===== src/rtl/aclk_set_ctrl.sv =====
// aclk_set_ctrl: push-button setting sequencer for the alarm clock core.
// Edits time or alarm digit by digit and hands the result over with one-cycle load strobes.
module aclk_set_ctrl #(
  parameter int TIMEOUT_TICKS = 300,
  parameter int TMO_W         = 9
) (
  input  logic       clk,
  input  logic       reset,
  input  logic       btn_time,
  input  logic       btn_alarm,
  input  logic       btn_inc,
  input  logic       btn_next,
  input  logic       btn_al_tgl,
  input  logic       btn_stop,
  input  logic       Alarm,
  input  logic [1:0] H_out1,
  input  logic [3:0] H_out0,
  input  logic [3:0] M_out1,
  input  logic [3:0] M_out0,
  output logic [1:0] H_in1,
  output logic [3:0] H_in0,
  output logic [3:0] M_in1,
  output logic [3:0] M_in0,
  output logic       LD_time,
  output logic       LD_alarm,
  output logic       STOP_al,
  output logic       AL_ON,
  output logic       editing,
  output logic [1:0] edit_digit
);

  typedef enum logic [2:0] {IDLE, E_H1, E_H0, E_M1, E_M0, COMMIT} state_t;

  state_t           state, state_d;
  logic             tgt, tgt_d;
  logic [TMO_W-1:0] tmo, tmo_d;
  logic [1:0]       e_h1, e_h1_d, sh_h1;
  logic [3:0]       e_h0, e_h0_d, e_m1, e_m1_d, e_m0, e_m0_d;
  logic [3:0]       sh_h0, sh_m1, sh_m0;
  logic [3:0]       h0_max;
  logic [5:0]       btn, btn_q, press;
  logic             edit_d;
  logic [1:0]       digit_d;

  // Bit order: 0 time, 1 alarm, 2 inc, 3 next, 4 al_tgl, 5 stop
  assign btn    = {btn_stop, btn_al_tgl, btn_next, btn_inc, btn_alarm, btn_time};
  assign press  = btn & ~btn_q;
  assign h0_max = (e_h1 == 2'd2) ? 4'd3 : 4'd9;

  always_ff @(posedge clk) begin
    if (reset) state <= IDLE;
    else       state <= state_d;
  end

  always_comb begin
    state_d = state;
    tgt_d   = tgt;
    tmo_d   = '0;
    e_h1_d  = e_h1;
    e_h0_d  = e_h0;
    e_m1_d  = e_m1;
    e_m0_d  = e_m0;
    edit_d  = 1'b0;
    digit_d = 2'd0;
    case (state)
      IDLE: begin
        if (press[0]) begin
          state_d = E_H1;
          tgt_d   = 1'b0;
          e_h1_d  = H_out1;
          e_h0_d  = H_out0;
          e_m1_d  = M_out1;
          e_m0_d  = M_out0;
        end else if (press[1]) begin
          state_d = E_H1;
          tgt_d   = 1'b1;
          e_h1_d  = sh_h1;
          e_h0_d  = sh_h0;
          e_m1_d  = sh_m1;
          e_m0_d  = sh_m0;
        end
      end
      E_H1, E_H0, E_M1, E_M0: begin
        tmo_d = (|press) ? '0 : tmo + TMO_W'(1);
        if (press[3]) begin
          case (state)
            E_H1:    state_d = E_H0;
            E_H0:    state_d = E_M1;
            E_M1:    state_d = E_M0;
            default: state_d = COMMIT;
          endcase
        end else begin
          if (press[2]) begin
            case (state)
              E_H1: begin
                e_h1_d = (e_h1 >= 2'd2) ? 2'd0 : e_h1 + 2'd1;
                // Keep the hour legal the moment the tens digit reaches 2
                if (e_h1_d == 2'd2 && e_h0 > 4'd3) e_h0_d = 4'd0;
              end
              E_H0:    e_h0_d = (e_h0 >= h0_max) ? 4'd0 : e_h0 + 4'd1;
              E_M1:    e_m1_d = (e_m1 >= 4'd5) ? 4'd0 : e_m1 + 4'd1;
              default: e_m0_d = (e_m0 >= 4'd9) ? 4'd0 : e_m0 + 4'd1;
            endcase
          end
          if (tmo_d == TMO_W'(TIMEOUT_TICKS)) begin
            state_d = IDLE;
            tmo_d   = '0;
          end
        end
      end
      default: state_d = IDLE;
    endcase
    case (state_d)
      E_H1:    begin edit_d = 1'b1; digit_d = 2'd0; end
      E_H0:    begin edit_d = 1'b1; digit_d = 2'd1; end
      E_M1:    begin edit_d = 1'b1; digit_d = 2'd2; end
      E_M0:    begin edit_d = 1'b1; digit_d = 2'd3; end
      default: begin edit_d = 1'b0; digit_d = 2'd0; end
    endcase
  end

  // Outputs are registered from the next-state view so they line up with the state register
  always_ff @(posedge clk) begin
    if (reset) begin
      btn_q      <= '0;
      tgt        <= 1'b0;
      tmo        <= '0;
      e_h1       <= '0;
      e_h0       <= '0;
      e_m1       <= '0;
      e_m0       <= '0;
      sh_h1      <= '0;
      sh_h0      <= '0;
      sh_m1      <= '0;
      sh_m0      <= '0;
      H_in1      <= '0;
      H_in0      <= '0;
      M_in1      <= '0;
      M_in0      <= '0;
      LD_time    <= 1'b0;
      LD_alarm   <= 1'b0;
      STOP_al    <= 1'b0;
      AL_ON      <= 1'b0;
      editing    <= 1'b0;
      edit_digit <= 2'd0;
    end else begin
      btn_q      <= btn;
      tgt        <= tgt_d;
      tmo        <= tmo_d;
      e_h1       <= e_h1_d;
      e_h0       <= e_h0_d;
      e_m1       <= e_m1_d;
      e_m0       <= e_m0_d;
      LD_time    <= (state_d == COMMIT) && !tgt_d;
      LD_alarm   <= (state_d == COMMIT) && tgt_d;
      STOP_al    <= press[5] && Alarm;
      editing    <= edit_d;
      edit_digit <= digit_d;
      if (state == IDLE && press[4]) AL_ON <= ~AL_ON;
      if (state_d == COMMIT) begin
        H_in1 <= e_h1;
        H_in0 <= e_h0;
        M_in1 <= e_m1;
        M_in0 <= e_m0;
        if (tgt_d) begin
          sh_h1 <= e_h1;
          sh_h0 <= e_h0;
          sh_m1 <= e_m1;
          sh_m0 <= e_m0;
        end
      end
    end
  end

endmodule


===== config.mk =====
export PLATFORM = sky130hd
export DESIGN_NAME = aclk_set_ctrl
export DESIGN_NICKNAME = d
export VERILOG_FILES = /design/src/rtl/aclk_set_ctrl.sv
export SDC_FILE = /design/constraint.sdc
export NUM_CORES = 1
export LEC_CHECK = 0
export ABC_AREA = 1
export CAP_MARGIN = 5
export CORE_ASPECT_RATIO = 1.5
export CORE_UTILIZATION = 30
export CTS_BUF_LIST = sky130_fd_sc_hd__clkbuf_2
export CTS_CLUSTER_SIZE = 16
export DETAILED_ROUTE_END_ITERATION = 7
export DONT_BUFFER_PORTS = 1
export GPL_TIMING_DRIVEN = 0
export PLACE_DENSITY = 0.52
export SLEW_MARGIN = 20
export SYNTH_ARGS = -nofsm -noshare
export SYNTH_HDL_FRONTEND = slang
export SYNTH_SLANG_ARGS = --single-unit

===== constraint.sdc =====
create_clock -name clk -period 2.85 [get_ports clk]
set_clock_uncertainty 0.05 [all_clocks]
set_input_delay 0.285 -clock clk [delete_from_list [all_inputs] [get_ports clk]]
set_output_delay 0.285 -clock clk [all_outputs]
set_load 0.02 [all_outputs]

==> results by group <==
Global routing
  – Antenna violations before repair: 1
  – Largest net degree at the start of global routing: 12
  – Wire length of the first global-routing pass: 15.3 mm
  – Global-route usage over all layers: 0.161
  – Busiest metal layer after global routing: met2
  – Met2 routing resource usage after global routing: 0.306
  – Grt met3 use: 0.0403
  – Via count of the first global-routing pass: 3184
  – Gr ovfl total: 0
  – Global-route track usage on met1: 0.160

Min path
  – End point of the worst hold path: e_h0[2]$_SDFFE_PP0P_
  – Startpoint of the tightest hold check path: H_out0[2]
  – Worst hold path depth: 3
  – Class of the most critical hold timing path: input port to register

Clock network
  – Clock root buffer: clkbuf_2
  – Clock transition at the registers of the reported paths: 0.22 ns
  – Buffers inserted during post-CTS setup optimization: 0
  – Clock network latency to the later pin of the worst-skew pair: 0.56 ns
  – Clock H-tree levels: 3
  – Clock sink total: 68
  – Inserted Clock Buffers: 9
  – Buffer depth of the longest clock path: 2
  – Count of cells resized by post-cts repair: 0
  – CTS tree: done

Power
  – Net Sw Frac: 0.407
  – Reg power frac: 0.497
  – Clock power share: 0.207
  – Total leakage power: 1.78 nW
  – Internal power of the cells: 1.38 mW
  – Proportion of power drawn by combinational gates: 0.295
  – Sw power: 0.949 mW
  – Pwr Density: 578 nW/um^2
  – IR Drop Worst-Case VDD: 222 uV

Drt
  – First DRT Iteration DRCs: 144
  – TritonRoute pass-1 iters: 4
  – Post-DR wirelength/cell: 13.8 um
  – Antenna violation net count after detailed routing: 0
  – Number of vias in the routed layout: 3186
  – Post-route DRC violation count: 0
  – WL final: 9.47 mm
  – Vias per inst: 4.65

Critical path
  – Startpoint kind of the worst setup timing path: register
  – CP arrival: 2.76 ns
  – Worst-path fanout max: 10
  – Data required time of the critical path: 3.25 ns
  – Depth of the worst register-to-register path: 11
  – Critical path class: register to register
  – Startpoint of the most critical register-to-register path: tmo[0]$_SDFF_PP0_
  – Setup crit end kind: register
  – Reg-to-reg critical path endpoint: sh_m0[2]$_SDFFE_PP0P_
  – Setup slack on the worst flop-to-flop path: 0.50 ns

STA
  – Headroom to the max-slew limit: 0.570
  – Hold Violations, Final: 0
  – RSZ-0062 raised after global routing: false
  – Upper clock frequency limit: 425 MHz
  – Worst slew pin tran: 0.645 ns
  – Max Slew Vio Count: 0
  – Final setup viols: 0
  – Post-layout minimum cycle time: 2.35 ns
  – Post-route fraction of the period consumed by the critical path: 0.826
  – Fin Setup TNS: 0 ns

Placement
  – Post-DP HPWL: 7.32 mm
  – Placement-stage cell area: 3800 um^2
  – Final weighted congestion in routability-driven placement: 0.795
  – Quantity of I/O buffers inserted on ports: 0

Floorplanning
  – Die extent in y: 136 um
  – Die area: 12500 um^2
  – Top-Level Pins: 44
  – Cell row count: 48
  – Core area: 11600 um^2
  – Initial cell density of the core: 0.312
  – Die extent in x: 91.6 um

Yosys
  – Synthesized area per cell: 7.18 um^2
  – Post-synthesis instance area: 3610 um^2
  – Cell count after synthesis: 503
  – Most area-consuming cells after synthesis: dfxtp_1, nand2_1, inv_1
  – Most frequent cell after synthesis: nand2_1
  – Flip-flop and latch count after synthesis: 68
  – List of most frequent post-synthesis cells: nand2_1, inv_1, dfxtp_1
  – Yosys warning count: 0
  – Register area share after synthesis: 0.377
  – Top FF cell, synth: dfxtp_1
  – Area share of the largest cell type after synthesis: 0.377
  – Net count of the mapped netlist: 536
  – Post-synth ARST share: 0
  – Count of flip-flops with a built-in enable after synthesis: 0
  – Cell variety after synth: 44
  – Cell taking the most area after synthesis: dfxtp_1

Layout
  – Synth-to-Final Area Change: 11.7%
  – Fillers: 1266
  – Summed area of non-filler cells in the final layout: 4030 um^2
  – Fraction of the core area covered by cells at the end of the flow: 0.348
  – Nets: 562
  – Proportion of layout cells with a drive suffix above 1: 0.142

Job
  – Max Cap Viol: 0

Outcome
  – Run status: finished, final reports clean
## placed cells by master (no fill, tap or decap), types with 10 or more instances in the layout
cell type,n
nor2_1,58
clkbuf_1,10
nand2_2,14
ha_1,10
clkbuf_2,10
nand4_1,13
dlygate4sd3_1,16
nand2_1,96
a21oi_1,21
inv_1,75
o21ai_0,24
dfxtp_1,68
nand3_1,32
## power by group through the flow
stage / registers [mW] / clock network [mW] / logic [mW]
2_1_floorplan: 1.14 / 0 / 0.528
3_3_place_gp: 1.18 / 0 / 0.658
3_5_place_dp: 1.18 / 0 / 0.672
4_1_cts: 1.16 / 0.505 / 0.692
5_1_grt: 1.17 / 0.534 / 0.780
6_report: 1.16 / 0.484 / 0.689
## routing by layer
| layer | share of wire | up-vias | wire length (um) |
|---|---|---|---|
| met5 | 0 | - | 0 |
| met4 | 0.032 | 0 | 307 |
| met3 | 0.041 | 20 | 391 |
| met2 | 0.53 | 58 | 5040 |
| met1 | 0.39 | 1454 | 3730 |
| li1 | - | 1654 | - |
## state kept, by name (all words and copies together), names as in the netlist, 2 cells and up
name and count:
M_in0 4, edit_digit 2, sh_m0 4, sh_h1 2
e_m0 4, e_h0 4, btn_q 6, tmo 9
H_in1 2, state 3, e_h1 2, M_in1 4
sh_h0 4, e_m1 4, H_in0 4, sh_m1 4
## what timing repair did
| item | CTS | global route |
|---|---|---|
| endpoints found under the hold margin | 22 | 0 |
| hold buffers | 15 | 0 |
| endpoints found under the setup margin | 0 | 0 |
## worst max path at each step
stage                       from                    end  depth (start not counted)
2_1_floorplan  tmo[0]$_SDFF_PP0_     editing$_SDFF_PP0_                         14
3_3_place_gp   tmo[0]$_SDFF_PP0_  sh_h1[1]$_SDFFE_PP0P_                         14
3_5_place_dp   tmo[0]$_SDFF_PP0_  sh_h0[0]$_SDFFE_PP0P_                         14
4_1_cts        tmo[0]$_SDFF_PP0_  sh_m0[2]$_SDFFE_PP0P_                         14
5_1_grt        tmo[0]$_SDFF_PP0_  sh_m0[2]$_SDFFE_PP0P_                         11
6_report       tmo[0]$_SDFF_PP0_  sh_m0[2]$_SDFFE_PP0P_                         11
## area by class of cell
type	instances	area, um^2	area share
inverters	83	314	0.0779
clock buffers	10	50.0	0.0124
well taps	150	188	0.0465
flip-flops and latches	68	1360	0.337
multi-input cells	334	1820	0.451
repair buffers	15	150	0.0372
plain buffers	18	119	0.0295
clock inverters	6	31.3	0.00775
diodes	1	2.50	0.000620
## stage by stage
stage / cells / worst slack, ns / total power [mW] / hold WS (ns)
after floorplan: 503 / 0.890 / 1.67 / 0.319
after global placement: 653 / 0.622 / 1.84 / 0.345
after detailed placement: 653 / 0.558 / 1.85 / 0.346
after CTS: 684 / 0.493 / 2.36 / 0.00824
after global routing: 685 / 0.242 / 2.48 / 0.0362
final: 685 / 0.495 / 2.33 / 0.0274
## worst max-delay path, stage by stage, from the launching register on
cell	delay, ns
dfxtp_1	0.45
ha_1	0.22
nand3_1	0.19
nor2_2	0.19
xor2_2	0.10
nor2_2	0.17
nand4_4	0.20
o2111ai_2	0.17
buf_2	0.31
nand2_1	0.10
inv_2	0.05
nor2_1	0.03
## logic make-up (layout without fill, tap and decap cells)
family	count (synthesis)	count (layout)	synth area share
buf+inv	101	132	0.120
flops	68	68	0.377
fa+ha+maj	10	10	0.0346
simple gates	237	237	0.314
xor+xnor	5	5	0.0142
compound gates	82	82	0.140
other cells	0	1	0
(Power assumes the default switching activity.)
